<file path="config.mk">
export PLATFORM = sky130hd
export DESIGN_NAME = spmmio_xbar
export DESIGN_NICKNAME = d
export VERILOG_FILES = /design/src/rtl/spmmio_xbar_pkg.sv /design/src/rtl/spmmio_xbar_timer.sv /design/src/rtl/spmmio_xbar.sv
export SDC_FILE = /design/constraint.sdc
export NUM_CORES = 1
export LEC_CHECK = 0
export CAP_MARGIN = 30
export CORE_AREA = 4 4 158 160
export CTS_CLUSTER_DIAMETER = 30
export CTS_CLUSTER_SIZE = 8
export DETAILED_ROUTE_END_ITERATION = 8
export DIE_AREA = 0 0 162 164
export PLACE_DENSITY_LB_ADDON = 0.15
export SYNTH_ARGS = -nofsm -noshare
export SYNTH_HDL_FRONTEND = slang
export SYNTH_SLANG_ARGS = --single-unit
</file>
<file path="constraint.sdc">
create_clock -name clk -period 2 [get_ports clk]
set_input_delay 0.3 -clock clk [delete_from_list [all_inputs] [get_ports clk]]
set_output_delay 0.3 -clock clk [all_outputs]
set_load 0.05 [all_outputs]
</file>
<file path="src/rtl/spmmio_xbar_pkg.sv">
// rtl/spmmio_xbar_pkg.sv - shared types and constants for the MMIO crossbar
package spmmio_xbar_pkg;

    localparam int TIMER_W = 16;

    typedef enum logic [1:0] {
        IDLE = 2'd0,
        BUSY = 2'd1,
        RESP = 2'd2,
        ERR  = 2'd3
    } state_t;

endpackage

</file>
<file path="src/rtl/spmmio_xbar_timer.sv">
// rtl/spmmio_xbar_timer.sv - busy-cycle timer flagging the last allowed cycle before a bus error
module spmmio_xbar_timer
    import spmmio_xbar_pkg::*;
#(
    parameter int TIMEOUT = 255
) (
    input  logic clk,
    input  logic reset,
    input  logic clear,
    input  logic enable,
    output logic expire
);

    logic [TIMER_W-1:0] count;

    always_ff @(posedge clk) begin
        if (reset || clear) begin
            count <= '0;
        end else if (enable) begin
            count <= count + TIMER_W'(1);
        end
    end

    assign expire = enable && (count == TIMER_W'(TIMEOUT - 1));

endmodule

</file>
<file path="src/rtl/spmmio_xbar.sv">
// rtl/spmmio_xbar.sv - Wishbone-style MMIO decoder with registered responses and bus-error timeout
// Optional error logging (err_count/err_adr) enabled by defining SPMMIO_XBAR_ERRLOG_EN.
module spmmio_xbar
    import spmmio_xbar_pkg::*;
#(
    parameter int                    NUM_SLAVES = 8,
    parameter int                    DEC_BITS   = 8,
    parameter logic [NUM_SLAVES-1:0] ACK_MASK   = '0,
    parameter int                    TIMEOUT    = 255
) (
    input  logic                       clk,
    input  logic                       reset,
    input  logic [23:0]                adr_i,
    input  logic                       stb_i,
    input  logic                       cyc_i,
    input  logic [3:0]                 sel_i,
    input  logic                       we_i,
    input  logic [31:0]                dat_i,
    output logic                       ack_o,
    output logic                       err_o,
    output logic [31:0]                dat_o,
    output logic [NUM_SLAVES-1:0]      s_cs,
    input  logic [NUM_SLAVES-1:0]      s_ack,
    input  logic [32*NUM_SLAVES-1:0]   s_dat,
    output logic [15:0]                err_count,
    output logic [23:0]                err_adr
);

    localparam int SIDX_W = (NUM_SLAVES > 1) ? $clog2(NUM_SLAVES) : 1;

    state_t              state;
    state_t              state_next;
    logic [SIDX_W-1:0]   sidx_q;
    logic [DEC_BITS-1:0] req_idx;
    logic                req;
    logic                mapped;
    logic [NUM_SLAVES-1:0] onehot;
    logic                handshake;
    logic                slave_ack;
    logic                expire;
    logic [31:0]         rd_mux;

    // Write-side signals go straight to the slaves on the shared bus.
    logic unused_ok;
    assign unused_ok = &{1'b0, sel_i, we_i, dat_i, adr_i};

    assign req     = cyc_i & stb_i;
    assign req_idx = adr_i[24-DEC_BITS +: DEC_BITS];
    assign mapped  = 32'(req_idx) < 32'(NUM_SLAVES);

    always_comb begin
        onehot         = '0;
        onehot[sidx_q] = 1'b1;
    end

    assign handshake = |(onehot & ACK_MASK);
    assign slave_ack = |(onehot & ACK_MASK & s_ack);

    always_comb begin
        rd_mux = '0;
        for (int i = 0; i < NUM_SLAVES; i++) begin
            if (onehot[i]) begin
                rd_mux = rd_mux | s_dat[32*i +: 32];
            end
        end
    end

    spmmio_xbar_timer #(
        .TIMEOUT (TIMEOUT)
    ) u_timer (
        .clk    (clk),
        .reset  (reset),
        .clear  (state != BUSY),
        .enable (state == BUSY),
        .expire (expire)
    );

    always_ff @(posedge clk) begin
        if (reset) begin
            state <= IDLE;
        end else begin
            state <= state_next;
        end
    end

    // Abort beats termination; a late ack on the expiry cycle still beats the timeout.
    always_comb begin
        state_next = state;
        case (state)
            IDLE: begin
                if (req) begin
                    state_next = mapped ? BUSY : ERR;
                end
            end
            BUSY: begin
                if (!req) begin
                    state_next = IDLE;
                end else if (!handshake || slave_ack) begin
                    state_next = RESP;
                end else if (expire) begin
                    state_next = ERR;
                end
            end
            RESP:    state_next = IDLE;
            ERR:     state_next = IDLE;
            default: state_next = IDLE;
        endcase
    end

    always_comb begin
        ack_o = (state == RESP);
        err_o = (state == ERR);
        s_cs  = (state == BUSY) ? onehot : '0;
    end

    always_ff @(posedge clk) begin
        if (reset) begin
            sidx_q <= '0;
            dat_o  <= '0;
        end else begin
            if (state == IDLE && req && mapped) begin
                sidx_q <= SIDX_W'(req_idx);
            end
            if (state == BUSY && state_next == RESP) begin
                dat_o <= rd_mux;
            end
        end
    end

`ifdef SPMMIO_XBAR_ERRLOG_EN
    logic [23:0] adr_q;

    always_ff @(posedge clk) begin
        if (reset) begin
            adr_q     <= '0;
            err_count <= '0;
            err_adr   <= '0;
        end else begin
            if (state == IDLE && req) begin
                adr_q <= adr_i;
            end
            // Unmapped errors come straight from IDLE, before adr_q is loaded.
            if (state_next == ERR) begin
                err_adr <= (state == IDLE) ? adr_i : adr_q;
                if (err_count != 16'hFFFF) begin
                    err_count <= err_count + 16'd1;
                end
            end
        end
    end
`else
    assign err_count = '0;
    assign err_adr   = '0;
`endif

endmodule

</file>
; Word-level counts from Yosys, hierarchy flattened
; Cells that the tools add are included.
[totals]
out_inout_bits = 82
in_bits = 329
wordCells = 39
regBits = 37
[classes]
reduce_logical = 6
bitwise = 8
order_cmp = 3
muxes = 15
eq_ne = 4
[ops]
columns = op, count
row1 = 32-bit 2-to-1 mux, 8
row2 = 32-bit bitwise OR, 7
row3 = "8-bit by 4-bit less-than comparator with 1-bit output, second input constant", 1
row4 = 8-bit 2-to-1 mux, 1
row5 = "2-bit == test, second input constant", 3
row6 = 2-bit 2-to-1 mux, 3
row7 = 2-bit one-hot mux with 3 select lines, 1
row8 = 1-bit logical AND, 4
row9 = "3-bit by 4-bit less-than comparator with 1-bit output, second input constant", 1
row10 = 1-bit demux with 3-bit select, 1
row11 = "3-bit by 1-bit greater-or-equal comparator with 1-bit output, second input constant", 1
row12 = "2-bit by 1-bit == test with 1-bit output, second input constant", 1
row13 = 2-bit zero test, 1
row14 = 2-bit OR reduction, 1
row15 = 1-bit bitwise AND, 1
row16 = 1-bit 2-to-1 mux, 1

; Depth between registers and ports, before layout
; Gate-level depths: netlist of the first run.
[logic_depth]
word_depth = 19
depth_mapped = 7
mapped_depth_nobuf = 4

; Least setup slack after synthesis of the first run
; OpenSTA, ideal clock, no wires.
[synth_path]
path_kind = reg-to-output
from = register sidx_q[2]
to = output s_cs[0]
required_time_ns = 1.700
path_buffers = 2
arrival_ns = 2.133
stages_incl_launch_ff = 5
slack_ns = -0.433
cell_sequence = dfxtp_1 -> buf_2 -> buf_6 -> or3b_2 -> nor3_1
[synth_between]
elab_chain_len = 5
word_cells_on_any_way = 6
classes_between = order compare (2) / mux (3) / reduce/logical (1)
[synth_lines]
columns = element, line_no
row1 = from (decl), spmmio_xbar.sv:33  ; logic [SIDX_W-1:0] sidx_q;
row2 = from (signal assigned), spmmio_xbar.sv:122  ; sidx_q <= SIDX_W'(req_idx);
row3 = 3-bit by 4-bit less-than comparator with 1-bit output (implied by the code) / 3-bit by 1-bit greater-or-equal comparator with 1-bit output (equally long branches), spmmio_xbar.sv:53  ; onehot[sidx_q] = 1'b1;
row4 = 1-bit logical AND (implied by the code), spmmio_xbar.sv:53
row5 = 1-bit 2-to-1 mux (implied by the code), spmmio_xbar.sv:53
row6 = 1-bit demux with 3-bit select *, spmmio_xbar.sv:53
row7 = 8-bit 2-to-1 mux *, spmmio_xbar.sv:113  ; s_cs = (state == BUSY) ? onehot : '0;
row8 = to (decl), spmmio_xbar.sv:22  ; output logic [NUM_SLAVES-1:0] s_cs,
; Every way passes the cells marked *; elsewhere a longest branch is shown, timed or not.

; Worst setup path after layout of the first run
[layout_path]
from = register sidx_q[2]
to = output s_cs[2]
; Same word-level chain as after synthesis.

==> flow_summary.toml, run 1 <==
[clocking]
cts.htree.levels = 2
cts_tree = "done"
ctsResizeCount = 0
post-cts-setup-buffers = 0
clk_pin_slew_worst_paths_ns = 0.06
clk_latency_ns = 0.29
cts_root_buffer = "clkbuf_16"
postCtsHoldBufs = 0
clkSinkCount = 37
cts_buffer_depth = 2
cts_made_buffers = 5

[critical_path]
max_stage_delay_ns = 0.54
crit_slowest_cell = "or3b_2"
cp_max_fo = 6
path_buf_inv = 1
crit_path_end = "s_cs[2]"
endpoint_kind = "output port"
startpoint = "sidx_q[2]"
crit_required_ns = 1.70
cp_cell_sequence = "or3b_2 -> nor2_1 -> buf_12"
r2r-end = "dat_o[5]"
cp_num_cells = 3
critical_path.top_delay_family = "simple AND/OR/NAND/NOR gates"
rr_startpoint = "sidx_q[1]"
crit_type = "reg2out"
r2r.worst_path.cells = 5
crit_path_start_kind = "flop"
cp.arrival_ns = 1.57
reg2reg_slack_ns = 0.26

[global_routing]
grt_max_degree = 41
first_global_vias = 4635
gr-usage-all-layers_pct = 13.4
grt_pass1_wl_mm = 27.6
overflow = 0
antenna_found_initial = 0

[yosys]
syn_area_per_cell_um2 = 7.76
yosys.area.top_type = "mux2i_1"
syn_area_mm2 = 0.00371
synth.distinct_cells = 26
synthTopCellsByArea = "mux2i_1 27%, dfxtp_1 20%, buf_4 8.9%, nor2_1 7.6%, a311oi_1 7.6%"
seq_area_frac_synth_pct = 20.0
yosys_warnings = 0
ys_ff_latch = 37
synth_cells = 478
synth_top_area_share_pct = 26.7

[cells_and_area]
num-fill-cells = 2553
num_antenna_cells = 0
drive_gt1_share_pct = 7.06
syn_to_final_growth_pct = 96.7
finalInstanceArea_mm2 = 0.00730
regArea_um2 = 748
nets = 1093
multi_input_area_mm2 = 0.00263

[floorplan]
start_util_pct = 15.9
die-area_mm2 = 0.0266
ios = 411
die_w_um = 162
fp-row-count = 56
fp.coreArea_mm2 = 0.0234
dieHeight_um = 164

[sta]
finalCritPeriodShare_pct = 93.7
slew-limit-headroom_pct = 59.2
max_freq_mhz = 534
finalSetupViolCount = 0
finalMaxSlewViolations = 0
setup_ws_ns = 0.126
finalHoldViolCount = 0
rsz0062_at_grt = "no"
period_needed_ns = 1.87
clock_skew_ns = 0.00413
max_slew.worst_pin.slew_ns = 0.611

[power_and_ir_drop]
finalPower_mw = 2.75
p_leak_nw = 2.65
peakVddDrop_mv = 0.249
p_per_area_mw_per_mm2 = 376

[route]
drt_wl_total_mm = 18.7
drt_iter0_drc = 140
wire_per_inst_um = 17.2
viasPerCell = 4.09
drc = 0
ant_nets = 0
vias = 4429
first_pass_iters = 4

[place]
finalWeightedCongestion = 0.694
hpwl_mm = 15.4
port_buffers = 309
place_area_mm2 = 0.00710
place_ws_ns = -0.148

[job]
max_cap_viol_count = 0

[worst_hold_path]
hp-class = "in2reg"

[status]
status = "completed"
synthesized netlist by cell type:
cell      instances
buf_6             3
nand2_1          34
buf_1             4
a311oi_1         32
buf_2            12
mux2i_1          99
dfxtp_1          37
nor3_1            2
nor2_1           75
nor4_1            2
or4_4             1
a21o_1           32
and2_1            2
buf_4            44
o21ai_0          32
or2_2             1
a22oi_1          32
clkbuf_2          1
nand2b_1          2
or3b_2            1
or4_1             1
nand3b_1          1
conb_1            1
nor2b_1           3
nor3b_1           1
clkbuf_1         23
worst reg2reg max path, delay by kind of cell (launching register included):
kind | cells | cell delay, ns
mux | 1 | 0.19
buf+inv | 1 | 0.31
flops | 1 | 0.50
compound gates | 3 | 0.67
logic make-up (layout without fill, tap and decap cells):
family,Yosys count,after routing,synth area share [%]
buf+inv,87,335,14.3
other cells,1,40,0.101
compound gates,128,128,24.8
simple gates,126,126,14.1
flops,37,37,20.0
mux,99,99,26.7
layout by cell type, fill, tap and decap left out, types with 3 or more instances in the layout:
master           synthesis  layout
a21o_1                  32      32
a22oi_1                 32      32
a311oi_1                32      32
buf_12                   0      11
buf_4                   44      18
clkbuf_16                0       5
clkdlybuf4s50_1          0     296
conb_1                   1      40
dfxtp_1                 37      33
dfxtp_2                  0       3
mux2i_1                 99      99
nand2_1                 34      34
nor2_1                  75      73
o21ai_0                 32      32
report_power, final:
part	switching [mW]	internal (mW)
clock	0.338	0.713
combinational	0.386	0.551
sequential	0.0101	0.750
metrics by stage:
step / hold slack [ns] / util, % / instances / setup TNS [ns]
floorplan: 0.444 / - / 517 / -0.149
global placement: 0.483 / 30.3 / 1076 / -0.403
detailed placement: 0.493 / 30.3 / 1076 / -0.439
CTS: 0.439 / 31.2 / 1084 / 0
global route: 0.480 / 31.2 / 1084 / 0
finish: 0.442 / 31.2 / 1084 / 0
state kept, by name (all words and copies together), names as in the netlist:
signal	cells
dat_o	32
sidx_q	3
state	2
how the worst min path moves through the flow:
stage | start | endpoint | slack [ns] | cells after the start
finish | reset | sidx_q[1] | 0.44 | 2
global route | reset | sidx_q[2] | 0.48 | 2
CTS | reset | sidx_q[2] | 0.44 | 2
detailed placement | dat_o[16] | dat_o[16] | 0.49 | 2
global placement | dat_o[6] | dat_o[6] | 0.48 | 2
floorplan | adr_i[16] | sidx_q[0] | 0.44 | 2
final cells by class:
| type | instances | share of cell area [%] |
|---|---|---|
| clock inverter | 3 | 0.891 |
| clock buffer | 5 | 1.71 |
| tap | 319 | 5.47 |
| timing repair buffer | 327 | 45.7 |
| sequential | 37 | 10.3 |
| multi-input combinational | 393 | 36.0 |
metal layers:
layer  vias up  wire (um)  track usage, %
li1       2228          -               -
met1      1973       7730            16.1
met2       223       8920            23.4
met3         5       1920            4.89
met4         0        104            1.96
met5         -          0               0
No activity file was read; power rests on OpenSTA's default activity.
==> run 2, diff against run 1 <==
--- a/config.mk
+++ b/config.mk
@@ -11,6 +11,7 @@
 export CTS_CLUSTER_SIZE = 8
 export DETAILED_ROUTE_END_ITERATION = 8
 export DIE_AREA = 0 0 162 164
+export MAX_ROUTING_LAYER = met4
 export PLACE_DENSITY_LB_ADDON = 0.15
 export SYNTH_ARGS = -nofsm -noshare
 export SYNTH_HDL_FRONTEND = slang
==> flow_summary.toml, run 2 (synthesis gave the netlist of run 1 again) <==
[status]
status = "completed"

[clocking]
cts_made_buffers = 5
clkSinkCount = 37
cts.htree.levels = 2
cts_root_buffer = "clkbuf_16"
cts_buffer_depth = 2
post-cts-setup-buffers = 0
clk_pin_slew_worst_paths_ns = 0.06
cts_tree = "done"
clk_latency_ns = 0.29

[critical_path]
cp.arrival_ns = 1.58
crit_required_ns = 1.70
crit_path_start_kind = "flop"
rr_startpoint = "sidx_q[1]"
cp_max_fo = 6
startpoint = "sidx_q[2]"
crit_type = "reg2out"
endpoint_kind = "output port"

[global_routing]
overflow = 0
grt_max_degree = 41
gr-usage-all-layers_pct = 13.7
first_global_vias = 4652
antenna_found_initial = 0
grt_pass1_wl_mm = 27.5

[sta]
max_freq_mhz = 533
setup_ws_ns = 0.124
finalMaxSlewViolations = 0
clock_skew_ns = 0.00412
rsz0062_at_grt = "no"
finalSetupViolCount = 0
period_needed_ns = 1.88
slew-limit-headroom_pct = 58.9
setup-tns-final_ns = 0
finalHoldViolCount = 0
max_slew.worst_pin.slew_ns = 0.615
finalCritPeriodShare_pct = 93.8

[worst_hold_path]
hold_start = "reset"
hp-class = "in2reg"

[place]
port_buffers = 309
finalWeightedCongestion = 0.701
hpwl_mm = 15.4
place_ws_ns = -0.148

[route]
ant_nets = 0
drt_wl_total_mm = 18.7
wire_per_inst_um = 17.2
drc = 0
first_pass_iters = 4
vias = 4444
drt_iter0_drc = 165
viasPerCell = 4.10

[job]
max_cap_viol_count = 0

[power_and_ir_drop]
p_per_area_mw_per_mm2 = 377
p_leak_nw = 2.65
peakVddDrop_mv = 0.249

[cells_and_area]
regMostFlops = "dat_o"
num-fill-cells = 2553
layout_common_cells = "296 x clkdlybuf4s50_1, 99 x mux2i_1, 73 x nor2_1, 40 x conb_1, 34 x nand2_1"
top_regs = "dat_o: 32 flops, sidx_q: 3 flops, state: 2 flops"
final_common_cell = "clkdlybuf4s50_1"
largest_register_ffs = 32
syn_to_final_growth_pct = 96.7
utilization_pct = 31.2
num_antenna_cells = 0
nets = 1093
drive_gt1_share_pct = 7.06

[floorplan]
fp-row-count = 56
start_util_pct = 15.9
die-area_mm2 = 0.0266
dieHeight_um = 164
fp.coreArea_mm2 = 0.0234
ios = 411
die_w_um = 162
==> run 2: cell counts in the layout (fill, tap and decap cells not counted) <==
Identical to the previous run, type by type.
==> run 2: final cells by class <==
class	instances	area [um^2]	area share, %
clock inverters	3	65.1	0.891
well taps	319	399	5.47
clock buffers	5	125	1.71
repair buffers	327	3330	45.7
flip-flops and latches	37	748	10.3
multi-input cells	393	2630	36.0
==> run 2: per-layer routing <==
| metal | global-route usage, % | part of all wire, % | up-vias |
|---|---|---|---|
| met2 | 23.4 | 48 | 225 |
| met1 | 16.5 | 43 | 1987 |
| met4 | 1.96 | 0.26 | 0 |
| li1 | - | - | 2229 |
| met5 | - | 0 | - |
| met3 | 4.07 | 8.9 | 3 |
==> run 2: what timing repair did <==
item                                    in CTS  in global routing
endpoints found under the setup margin       0                  5
hold buffers                                 0                  0
resized for setup                            0                  3
==> run 2: through the flow <==
step	instance area, um^2	power, mW	hold slack [ns]	instances
2_1_floorplan	3870	1.18	0.444	517
3_3_place_gp	7100	1.71	0.483	1076
3_5_place_dp	7100	1.72	0.493	1076
4_1_cts	7290	2.82	0.439	1084
5_1_grt	7300	2.88	0.479	1084
6_report	7300	2.75	0.438	1084
==> run 2: worst paths after layout <==
kind,slack [ns],endpoint,cells after the start
hold / removal,0.44,sidx_q[1],2
setup reg to reg,0.26,dat_o[5],5
setup / recovery,0.12,s_cs[2],3
hold reg to reg,0.49,state[0],1
==> run 2: power by group <==
group | internal (mW) | total, mW | switching (mW)
Sequential | 0.750 | 0.760 | 0.0101
Combinational | 0.551 | 0.937 | 0.386
Clock | 0.713 | 1.05 | 0.341
Total | 2.01 | 2.75 | 0.737
==> run 2: worst max-delay path, stage by stage (launching register included) <==
cell	delay, ns
dfxtp_2	0.36
or3b_2	0.54
nor2_1	0.21
buf_12	0.17
